### src/rtl/i2s_receiver.sv
// ---------------------------------------------------------------------------
// i2s_receiver
//
// I2S slave receiver. The external bit clock, word select and serial data
// lines are brought into the clk domain through two-flop synchronisers and
// bclk rising edges are detected with a third bclk flop. Words are shifted
// in MSB-first. A word ends at a "boundary", which is a bclk rise where the
// sampled word select differs from the value seen at the previous rise. The
// bit sampled at a boundary is the LSB of the word that is ending. A
// completed left word followed by a completed right word produces a
// one-cycle sample_valid strobe.
//
// Ports:
//   clk           system clock (master_clk)
//   rst           asynchronous, active-low reset
//   i2s_bclk      external bit clock, asynchronous to clk
//   i2s_ws        external word select (0 = left, 1 = right)
//   i2s_sd        external serial data, MSB first
//   left_sample   last completed left word
//   right_sample  last completed right word
//   sample_valid  one-clk pulse when a new L+R pair is committed
//   locked        high while word alignment is established
//
// Optional build macro I2S_RX_FRAME_ERR_EN adds:
//   frame_err     one-clk pulse on a commit whose word length is below
//                 SAMPLE_WIDTH or above 32 bits
//   err_seen      sticky copy of frame_err, cleared only by rst
// ---------------------------------------------------------------------------
module i2s_receiver #(
  parameter int unsigned SAMPLE_WIDTH   = 16,
  parameter int unsigned TIMEOUT_CYCLES = 64
) (
  input  logic                    clk,
  input  logic                    rst,
  input  logic                    i2s_bclk,
  input  logic                    i2s_ws,
  input  logic                    i2s_sd,
  output logic [SAMPLE_WIDTH-1:0] left_sample,
  output logic [SAMPLE_WIDTH-1:0] right_sample,
  output logic                    sample_valid,
  output logic                    locked
`ifdef I2S_RX_FRAME_ERR_EN
  ,
  output logic                    frame_err,
  output logic                    err_seen
`endif
);

  localparam logic [0:0] ST_ACQUIRE = 1'b0;
  localparam logic [0:0] ST_RECEIVE = 1'b1;

  localparam int unsigned WD_W = $clog2(TIMEOUT_CYCLES + 1);

  // Synchronisers
  logic r_bclk_s1, r_bclk_s2, r_bclk_s3;
  logic r_ws_s1, r_ws_s2;
  logic r_sd_s1, r_sd_s2;

  // Receive state
  logic [0:0]              r_state;
  logic                    r_ws_q;
  logic [5:0]              r_bit_cnt;
  logic [SAMPLE_WIDTH-1:0] r_shreg;
  logic                    r_left_seen;
  logic [WD_W-1:0]         r_wdog;

  logic                    w_rise;
  logic                    w_boundary;
  logic                    w_timeout;
  logic [SAMPLE_WIDTH-1:0] w_shreg_cap;

  // ---------------------------------------------------------------------
  // Input synchronisation and bclk rise detection
  // ---------------------------------------------------------------------
  always_ff @(posedge clk or negedge rst) begin
    if (!rst) begin
      r_bclk_s1 <= 1'b0;
      r_bclk_s2 <= 1'b0;
      r_bclk_s3 <= 1'b0;
      r_ws_s1   <= 1'b0;
      r_ws_s2   <= 1'b0;
      r_sd_s1   <= 1'b0;
      r_sd_s2   <= 1'b0;
    end else begin
      r_bclk_s1 <= i2s_bclk;
      r_bclk_s2 <= r_bclk_s1;
      r_bclk_s3 <= r_bclk_s2;
      r_ws_s1   <= i2s_ws;
      r_ws_s2   <= r_ws_s1;
      r_sd_s1   <= i2s_sd;
      r_sd_s2   <= r_sd_s1;
    end
  end

  assign w_rise     = r_bclk_s2 & ~r_bclk_s3;
  assign w_boundary = w_rise & (r_ws_s2 != r_ws_q);

  // ---------------------------------------------------------------------
  // bclk watchdog: counts clk cycles since the last rise and saturates at
  // TIMEOUT_CYCLES, so the timeout fires exactly once per stall.
  // ---------------------------------------------------------------------
  always_ff @(posedge clk or negedge rst) begin
    if (!rst) begin
      r_wdog <= '0;
    end else if (w_rise) begin
      r_wdog <= '0;
    end else if (r_wdog != WD_W'(TIMEOUT_CYCLES)) begin
      r_wdog <= r_wdog + 1'b1;
    end
  end

  assign w_timeout = ~w_rise & (r_wdog == WD_W'(TIMEOUT_CYCLES - 1));

  // ---------------------------------------------------------------------
  // Shift register with the current bit merged in. The commit uses this
  // merged value so the LSB sampled at a boundary belongs to the word that
  // is ending. Bits beyond SAMPLE_WIDTH match no position and are dropped.
  // ---------------------------------------------------------------------
  always_comb begin
    w_shreg_cap = r_shreg;
    for (int unsigned i = 0; i < SAMPLE_WIDTH; i++) begin
      if (r_bit_cnt == 6'(SAMPLE_WIDTH - 1 - i)) begin
        w_shreg_cap[i] = r_sd_s2;
      end
    end
  end

`ifdef I2S_RX_FRAME_ERR_EN
  logic [6:0] w_word_len;
  logic       w_len_bad;

  assign w_word_len = {1'b0, r_bit_cnt} + 7'd1;
  assign w_len_bad  = (w_word_len < 7'(SAMPLE_WIDTH)) || (w_word_len > 7'd32);
`endif

  // ---------------------------------------------------------------------
  // Alignment FSM, deserialiser and output registers
  // ---------------------------------------------------------------------
  always_ff @(posedge clk or negedge rst) begin
    if (!rst) begin
      r_state      <= ST_ACQUIRE;
      r_ws_q       <= 1'b0;
      r_bit_cnt    <= '0;
      r_shreg      <= '0;
      r_left_seen  <= 1'b0;
      left_sample  <= '0;
      right_sample <= '0;
      sample_valid <= 1'b0;
      locked       <= 1'b0;
`ifdef I2S_RX_FRAME_ERR_EN
      frame_err    <= 1'b0;
      err_seen     <= 1'b0;
`endif
    end else begin
      sample_valid <= 1'b0;
`ifdef I2S_RX_FRAME_ERR_EN
      frame_err    <= 1'b0;
`endif

      // ws_q tracks every rise in both states so the first boundary after
      // (re)acquisition is judged against the true previous word select.
      if (w_rise) begin
        r_ws_q <= r_ws_s2;
      end

      if (w_timeout) begin
        r_state     <= ST_ACQUIRE;
        locked      <= 1'b0;
        r_left_seen <= 1'b0;
        r_bit_cnt   <= '0;
      end else if (w_rise) begin
        case (r_state)
          ST_ACQUIRE: begin
            if (w_boundary) begin
              r_bit_cnt <= '0;
              r_shreg   <= '0;
              r_state   <= ST_RECEIVE;
              locked    <= 1'b1;
            end
          end

          ST_RECEIVE: begin
            if (w_boundary) begin
              r_shreg   <= '0;
              r_bit_cnt <= '0;
              if (!r_ws_q) begin
                left_sample <= w_shreg_cap;
                r_left_seen <= 1'b1;
              end else begin
                right_sample <= w_shreg_cap;
                if (r_left_seen) begin
                  sample_valid <= 1'b1;
                  r_left_seen  <= 1'b0;
                end
              end
`ifdef I2S_RX_FRAME_ERR_EN
              frame_err <= w_len_bad;
              if (w_len_bad) begin
                err_seen <= 1'b1;
              end
`endif
            end else begin
              r_shreg <= w_shreg_cap;
              if (r_bit_cnt != 6'd63) begin
                r_bit_cnt <= r_bit_cnt + 6'd1;
              end
            end
          end

          default: begin
            r_state <= ST_ACQUIRE;
          end
        endcase
      end
    end
  end

endmodule

### config.mk
export PLATFORM = sky130hd
export DESIGN_NAME = i2s_receiver
export DESIGN_NICKNAME = d
export VERILOG_FILES = /design/src/rtl/i2s_receiver.sv
export SDC_FILE = /design/constraint.sdc
export NUM_CORES = 1
export LEC_CHECK = 0
export ABC_AREA = 1
export CAP_MARGIN = 10
export CORE_ASPECT_RATIO = 0.7
export CORE_MARGIN = 2
export CORE_UTILIZATION = 25
export CTS_CLUSTER_DIAMETER = 120
export CTS_CLUSTER_SIZE = 30
export DETAILED_ROUTE_END_ITERATION = 16
export PLACE_DENSITY = 0.45
export RECOVER_POWER = 25
export SETUP_SLACK_MARGIN = 0.3
export SYNTH_ARGS = -nofsm -noshare
export SYNTH_HDL_FRONTEND = slang
export SYNTH_SLANG_ARGS = --single-unit
### constraint.sdc
create_clock -name clk -period 1.4 [get_ports clk]
set_clock_uncertainty 0.05 [all_clocks]
set_input_delay 0.28 -clock clk [delete_from_list [all_inputs] [get_ports clk]]
set_output_delay 0.28 -clock clk [all_outputs]
set_load 0.03 [all_outputs]
# After elaboration in Yosys (flattened, before gate mapping)
# Index checks and enable logic that the tools add are counted.
# word_totals
ff_bits	73
in_bits	5
out_inout_bits	34
# classes
n_addsub	2
n_eq_ne	23
n_mux	46
bitwise_logic	8
n_reduce_logical	11
# ops
operator	n
6-bit by 4-bit == test with 1-bit output (second input constant)	8
1-bit two-way mux	35
16-bit two-way mux	2
16-bit case mux with 2 select lines	1
6-bit two-way mux	5
6-bit by 3-bit == test with 1-bit output (second input constant)	4
7-bit two-way mux	2
6-bit by 2-bit == test with 1-bit output (second input constant)	2
6-bit case mux with 2 select lines	1
3-bit AND reduction	4
5-bit AND reduction	2
2-bit nonzero test	4
7-bit by 1-bit adder with 7-bit output (second input constant)	1
7-bit by 6-bit == test with 1-bit output (second input constant)	1
7-bit inequality test (second input constant)	1
6-bit by 1-bit adder with 6-bit output (second input constant)	1
6-bit by 1-bit == test with 1-bit output (second input constant)	1
6-bit logical NOT	1
6-bit inequality test (second input constant)	1
1-bit inverter	5
4-bit by 1-bit inequality test with 1-bit output (second input constant)	1
1-bit bitwise AND	3
3-bit inequality test (second input constant)	1
2-bit by 1-bit inequality test with 1-bit output (second input constant)	1
2 further kinds	2

# Longest topological paths before layout
# Gate-level depths: netlist (run 1).
# depth
ltp_word	7
ltp_mapped	8
mapped_depth_nobuf	8

# Worst setup path before layout (run 1)
# OpenSTA, ideal clock, no wires.
# synth_path
kind	register to register
from	register r_bit_cnt[0]
to	register left_sample[7]
setup_ps	129
t_arrival_ps	1186
required_ps	1221
path_slack_ps	35
stages_incl_launch_ff	8
period_less_slack_ps	1365
path_cell_list	dfrtp_1 inv_1 ha_1 inv_1 nor2_4 nand2_1 o21ai_0 o21ai_1
# synth_via
elab_chain_len	2
# synth_lines
item	line	source
start: declaration	62	logic [5:0] r_bit_cnt;
start signal: assignment	205	r_bit_cnt <= r_bit_cnt + 6'd1;
6-bit by 4-bit == test with 1-bit output	122	if (r_bit_cnt == 6'(SAMPLE_WIDTH - 1 - i)) begin
1-bit two-way mux	122	
end signal: assignment	187	left_sample <= w_shreg_cap;
end: declaration	38	output logic [SAMPLE_WIDTH-1:0] left_sample,
# Every way passes these cells.
# A chain may end at the register's enable or synchronous reset.

# Worst setup path in the final report (run 1)
# layout_path
from	register r_bit_cnt[0]
to	register r_shreg[1]
# layout_via
elab_chain_len	4
# layout_lines
item	line	source
6-bit by 4-bit == test with 1-bit output	122	
1-bit two-way mux	122	
16-bit two-way mux	183	if (w_boundary) begin
16-bit case mux with 2 select lines	172	case (r_state)
end signal: assignment	203	r_shreg <= w_shreg_cap;
end: declaration	63	logic [SAMPLE_WIDTH-1:0] r_shreg;
# Every way passes these cells.

==> run_results.csv, run 1 <==
group,metric,value,unit
sta,rsz0062_at_grt,"true",
hold_path,hold_path_class,"register to register",
grt,grt_pass1_vias,2658,
place,port-buffer-count,38,
critical_path,timing.rr.end,"r_shreg[1]",
cts,worstSkewPairLatency,0.34,ns
outcome,violations,"setup timing",
grt,grt-ovfl-total,0,
detailed_routing,num_vias,2755,
finish,drive_above_1_share,0.503,
place,post_dp_cell_area,4160,sq um
cts,clockBufferDepth,2,
critical_path,path_cells,"inv_2 -> ha_2 -> inv_2 -> nor2_4 -> nand2_2 -> o21ai_4 -> o21ai_1",
logic_synthesis,yosysWarningCount,0,
logic_synthesis,synth_ff_type,"dfrtp_1",
grt,grt_usage,0.124,
sta,finalHoldViolations,0,
pwr,p_leak,2.43,nW
sta,whs,0.296,ns
detailed_routing,ant_nets,0,
logic_synthesis,synth.area.top_cells,"dfrtp_1 (56%), nand2_1 (12%), o21ai_1 (8.0%), inv_1 (3.9%), o21ai_0 (2.5%)",
logic_synthesis,syn_area,3260,sq um
finish,antenna-diode-count,0,
floorplan,die_y,99.6,um
detailed_routing,drc_errors,0,
sta,setup_slack,-0.0456,ns
floorplan,start_util,0.259,
sta,setup_violations,45,
critical_path,cp-startpoint,"r_bit_cnt[0]",
pwr,max-vdd-ir-drop,0.000731,V
critical_path,critPathCaptureType,"register",
sta,maxSlewHeadroom,0.544,
critical_path,cp_slowest_cell,"dfrtp_1",
critical_path,r2r_slack,-0.05,ns
cts,clkTransAtPathRegs,0.06,ns
logic_synthesis,synth_top_area_frac,0.560,
critical_path,cp.arrival,1.62,ns
cts,h-tree-depth,3,
logic_synthesis,synth_seq_area_share,0.560,
critical_path,crit_path_start_kind,"register",
hold_path,min-delay-start,"r_ws_s1",
floorplan,core,12600,sq um
place,dp_slack,-0.0655,ns
finish,fin_cells,637,
detailed_routing,routed_wirelength,8580,um
critical_path,crit_type,"register to register",
sta,period_share,1.03,
sta,period_minus_slack,1.45,ns
critical_path,required,1.57,ns
logic_synthesis,synthArstFlopShare,1.00,
logic_synthesis,synth_edf_count,0,
logic_synthesis,synthTopCellsByCount,"nand2_1 (107), dfrtp_1 (73), o21ai_1 (52)",
finish,fill_cells,1205,
sta,fmaxAchievable,692,MHz
cts,cts_sinks,73,
cts,cts_made_buffers,9,
detailed_routing,vias_per_cell,4.32,
logic_synthesis,synthCells,364,
place,dpl.hpwl,5080,um
place,dp.cells,579,
grt,grt_pass1_wl,13600,um
finish,final_cell_area,5240,sq um
cts,cts_tree,"yes",
critical_path,reg2regPathDepth,7,
place,routabilityCongestion,0.757,
floorplan,rows,34,
sta,worst-slew-pin-transition,0.683,ns
logic_synthesis,synth_seq_cells,73,
detailed_routing,drt_iter0_drc,138,
hold_path,min_path_cells,0,
finish,num-nets-final,481,
logic_synthesis,yosysMostFrequentCell,"nand2_1",
outcome,status,"finished with violations",
logic_synthesis,yosysUniqueCellTypes,29,
floorplan,die_w,141,um
pwr,power.density,1540,nW/um^2
grt,grt_max_degree,74,
detailed_routing,wl_per_cell,13.5,um
finish,area.growth.synth_to_final,60.7,%
critical_path,cp_max_fo,4,
sta,setup_tns,-1.11,ns
critical_path,r2r-start,"r_bit_cnt[0]",
logic_synthesis,syn_avg_cell_area,8.96,sq um
floorplan,die_area,14000,sq um
logic_synthesis,yosys.area.top_type,"dfrtp_1",
cts,clockRootBuffer,"clkbuf_16",
sta,timing_max_transition_violations_final,0,
grt,antenna_found_initial,0,
logic_synthesis,syn_nets,375,
detailed_routing,drt_first_pass_iters,6,
run,cap_viol_max_count,0,
critical_path,crit_path_max_incr_delay,0.42,ns
hold_path,hold_end,"r_ws_s2",
critical_path,cpMostUsedCell,"inv_2",
floorplan,io_pins,39,
## cells by family after synthesis
| family | synth area share |
|---|---|
| xor gates and xnor gates | 0.0107 |
| buffers and inverters | 0.0659 |
| DFF | 0.560 |
| AOI/OAI and AO/OA | 0.125 |
| and+or+nand+nor | 0.216 |
| adders and majority gates | 0.0230 |
## report_power, final
group | switching [W] | internal (W) | leakage, nW
sequential | 0.000322 | 0.00246 | 0.971
combinational | 0.00172 | 0.00146 | 1.32
clock | 0.000915 | 0.00120 | 0.139
## what timing repair did
| item | 4_1_cts | 5_1_grt |
|---|---|---|
| pin swaps | 26 | 18 |
| setup buffers | 20 | 18 |
| hold buffers | 1 | 0 |
| resized for setup | 243 | 48 |
| setup endpoints to repair | 97 | 100 |
| gates cloned | 1 | 2 |
| endpoints found under the hold margin | 73 | 0 |
## routing by layer
layer  GRT usage  up-vias  routed length [um]
li1            -     1384                   -
met1       0.169     1321                4300
met2       0.190       39                3900
met3      0.0347       11                 272
met4      0.0462        0                 112
met5           0        -                   0
## area by class of cell
class | instances | area, sq um | area share
clock buffers | 9 | 225 | 0.0429
inverters | 40 | 158 | 0.0301
repair buffers | 106 | 1120 | 0.213
clock inverters | 7 | 46.3 | 0.00883
multi-input cells | 240 | 1670 | 0.318
well taps | 162 | 203 | 0.0387
flip-flops and latches | 73 | 1830 | 0.349
## registers in the layout (all words and copies together) (netlist names), 6 cells and up
signal / cells
r_wdog: 7
r_bit_cnt: 6
left_sample: 16
right_sample: 16
r_shreg: 16
## cells in the final DEF (no fill, tap or decap), types with 4 or more instances in the layout
cell and n:
dfrtp_1 71, nand2_1 68, buf_4 46, buf_6 44, o21ai_1 43, nand2_2 39, inv_1 24, o21ai_2 15
inv_2 13, clkbuf_16 11, o21ai_4 10, nor2_4 8, nor2_1 8, nand3_4 7, nand3_1 6, buf_12 6
a21oi_2 5, nand2_4 4, xor2_1 4, clkinv_2 4, dlygate4sd3_1 4
## worst max-delay path by stage
stage,to,cells past startpoint
after floorplan,r_bit_cnt[0],8
after global placement,r_shreg[14],7
after detailed placement,right_sample[8],6
after CTS,right_sample[8],7
after global routing,r_shreg[13],7
final,r_shreg[1],7
## critical path: cells and delay by family, from the launching register on
kind / cells / cell delay [ns]
buf+inv: 2 / 0.15
fa+ha+maj: 1 / 0.18
compound gates: 2 / 0.25
simple gates: 2 / 0.29
flops: 1 / 0.42
## through the flow
stage,power [W],util
5_1_grt,0.00857,0.416
3_3_place_gp,0.00514,0.330
4_1_cts,0.00781,0.390
2_1_floorplan,0.00422,-
3_5_place_dp,0.00516,0.330
6_report,0.00808,0.416
(Power assumes the default switching activity.)
==> inputs of run 2 (changes only) <==
--- a/config.mk
+++ b/config.mk
@@ -8,14 +8,14 @@
 export ABC_AREA = 1
 export CAP_MARGIN = 10
 export CORE_ASPECT_RATIO = 0.7
-export CORE_MARGIN = 2
+export CORE_MARGIN = 10
 export CORE_UTILIZATION = 25
 export CTS_CLUSTER_DIAMETER = 120
 export CTS_CLUSTER_SIZE = 30
 export DETAILED_ROUTE_END_ITERATION = 16
 export PLACE_DENSITY = 0.45
 export RECOVER_POWER = 25
-export SETUP_SLACK_MARGIN = 0.3
+export SETUP_SLACK_MARGIN = 0.05
 export SYNTH_ARGS = -nofsm -noshare
 export SYNTH_HDL_FRONTEND = slang
 export SYNTH_SLANG_ARGS = --single-unit
==> run_results.csv, run 2 (synthesis gave the netlist of run 1 again) <==
group,metric,value,unit
outcome,status,"finished with violations",
outcome,violations,"setup timing",
critical_path,r2r_slack,-0.07,ns
grt,antenna_found_initial,0,
finish,num-nets-final,453,
finish,fill_cells,1291,
finish,final_util,0.378,
hold_path,hold_end,"r_sd_s2",
floorplan,die_area,18100,sq um
floorplan,die_y,116,um
cts,h-tree-depth,3,
critical_path,cp_max_fo,4,
run,cap_viol_max_count,0,
sta,period_share,1.05,
critical_path,critPathCaptureType,"register",
grt,grt_pass1_vias,2659,
grt,grt-ovfl-total,0,
cts,cts_tree,"yes",
critical_path,crit_type,"register to register",
grt,grt_max_degree,74,
detailed_routing,routed_wirelength,8420,um
finish,area.growth.synth_to_final,45.8,%
pwr,p_leak,2.21,nW
finish,drive_above_1_share,0.358,
finish,largestRegisters,"left_sample x16, r_shreg x16, right_sample x16",
place,routabilityCongestion,0.804,
critical_path,reg2regPathDepth,7,
pwr,power.density,1630,nW/um^2
cts,cts_made_buffers,9,
detailed_routing,drt_first_pass_iters,6,
finish,antenna-diode-count,0,
grt,grt_usage,0.0984,
hold_path,hold_path_class,"register to register",
finish,final_common_cell,"nand2_1",
critical_path,required,1.58,ns
cts,cts_sinks,73,
critical_path,timing.rr.end,"r_bit_cnt[4]",
sta,whs,0.296,ns
cts,clockBufferDepth,2,
grt,grt_pass1_wl,14100,um
detailed_routing,vias_per_cell,4.35,
cts,clockRootBuffer,"clkbuf_16",
sta,timing_max_transition_violations_final,0,
critical_path,r2r-start,"r_bit_cnt[1]",
cts,clkTransAtPathRegs,0.06,ns
detailed_routing,ant_nets,0,
sta,fmaxAchievable,680,MHz
hold_path,min_path_cells,0,
sta,period_minus_slack,1.47,ns
detailed_routing,wl_per_cell,13.8,um
finish,layout_common_cells,"nand2_1 (92), dfrtp_1 (71), buf_4 (49), o21ai_1 (43), inv_1 (29)",
place,dp_slack,-0.185,ns
floorplan,start_util,0.259,
place,port-buffer-count,38,
place,dpl.hpwl,5390,um
sta,maxSlewHeadroom,0.537,
detailed_routing,num_vias,2647,
cts,worstSkewPairLatency,0.33,ns
sta,worst-slew-pin-transition,0.695,ns
floorplan,io_pins,39,
sta,setup_slack,-0.0697,ns
sta,finalHoldViolations,0,
sta,rsz0062_at_grt,"true",
floorplan,rows,34,
critical_path,crit_path_start_kind,"register",
floorplan,die_w,157,um
critical_path,cp.arrival,1.65,ns
pwr,max-vdd-ir-drop,0.000670,V
detailed_routing,drc_errors,0,
floorplan,core,12600,sq um
sta,setup_violations,35,
hold_path,min-delay-start,"r_sd_s1",
detailed_routing,drt_iter0_drc,122,
## run 2: worst max path at each step
stage	start	endpoint	cells after the start	slack, ns
floorplan	r_bit_cnt[1]	left_sample[6]	7	0.06
global placement	r_bit_cnt[0]	right_sample[9]	7	-0.14
finish	r_bit_cnt[1]	r_bit_cnt[4]	7	-0.07
global route	r_bit_cnt[1]	r_bit_cnt[2]	8	-0.16
CTS	r_bit_cnt[1]	right_sample[15]	7	-0.05
detailed placement	r_bit_cnt[0]	right_sample[1]	7	-0.19
## run 2: area by class of cell
| type | instances | area [sq um] | area share |
|---|---|---|---|
| clock buffers | 10 | 239 | 0.0502 |
| multi-input cells | 240 | 1430 | 0.301 |
| flip-flops and latches | 73 | 1830 | 0.384 |
| inverters | 40 | 155 | 0.0326 |
| repair buffers | 78 | 836 | 0.176 |
| clock inverters | 6 | 66.3 | 0.0139 |
| well taps | 162 | 203 | 0.0426 |
## run 2: power by group
group	internal [W]	total, W	switching (W)
clock	0.00143	0.00234	0.000912
combinational	0.00114	0.00264	0.00150
sequential	0.00246	0.00278	0.000317
## run 2: stage by stage
step	instance area, sq um	TNS, ns	cells	power, W
floorplan	3270	0	364	0.00402
global placement	4110	-2.10	581	0.00509
detailed placement	4110	-4.97	581	0.00514
CTS	4630	-0.892	605	0.00778
global route	4760	-5.89	609	0.00826
finish	4760	-1.05	609	0.00776
## run 2: per-layer routing
layer	part of all wire	GRT usage	vias up	routed length (um)
met3	0.046	0.0370	11	389
met5	0	0	-	0
met2	0.44	0.146	40	3710
met1	0.50	0.131	1268	4250
li1	-	-	1328	-
met4	0.0081	0.0282	0	68
## run 2: what timing repair did
item                       in CTS  in global routing
hold buffers                    1                  0
gates cloned                    1                  0
setup endpoints to repair      55                 63
buffers inserted                6                  4
resized for setup              44                 33
pin swaps                      18                 12
hold endpoints to repair       73                  0
## run 2: worst max-delay path, cell delays in order (launching register included)
cell and delay [ns]:
dfrtp_1 0.40, ha_2 0.22, buf_6 0.11, nand3_4 0.08, o21ai_4 0.20, nand3_4 0.12, nand3_1 0.13, nand2_1 0.06
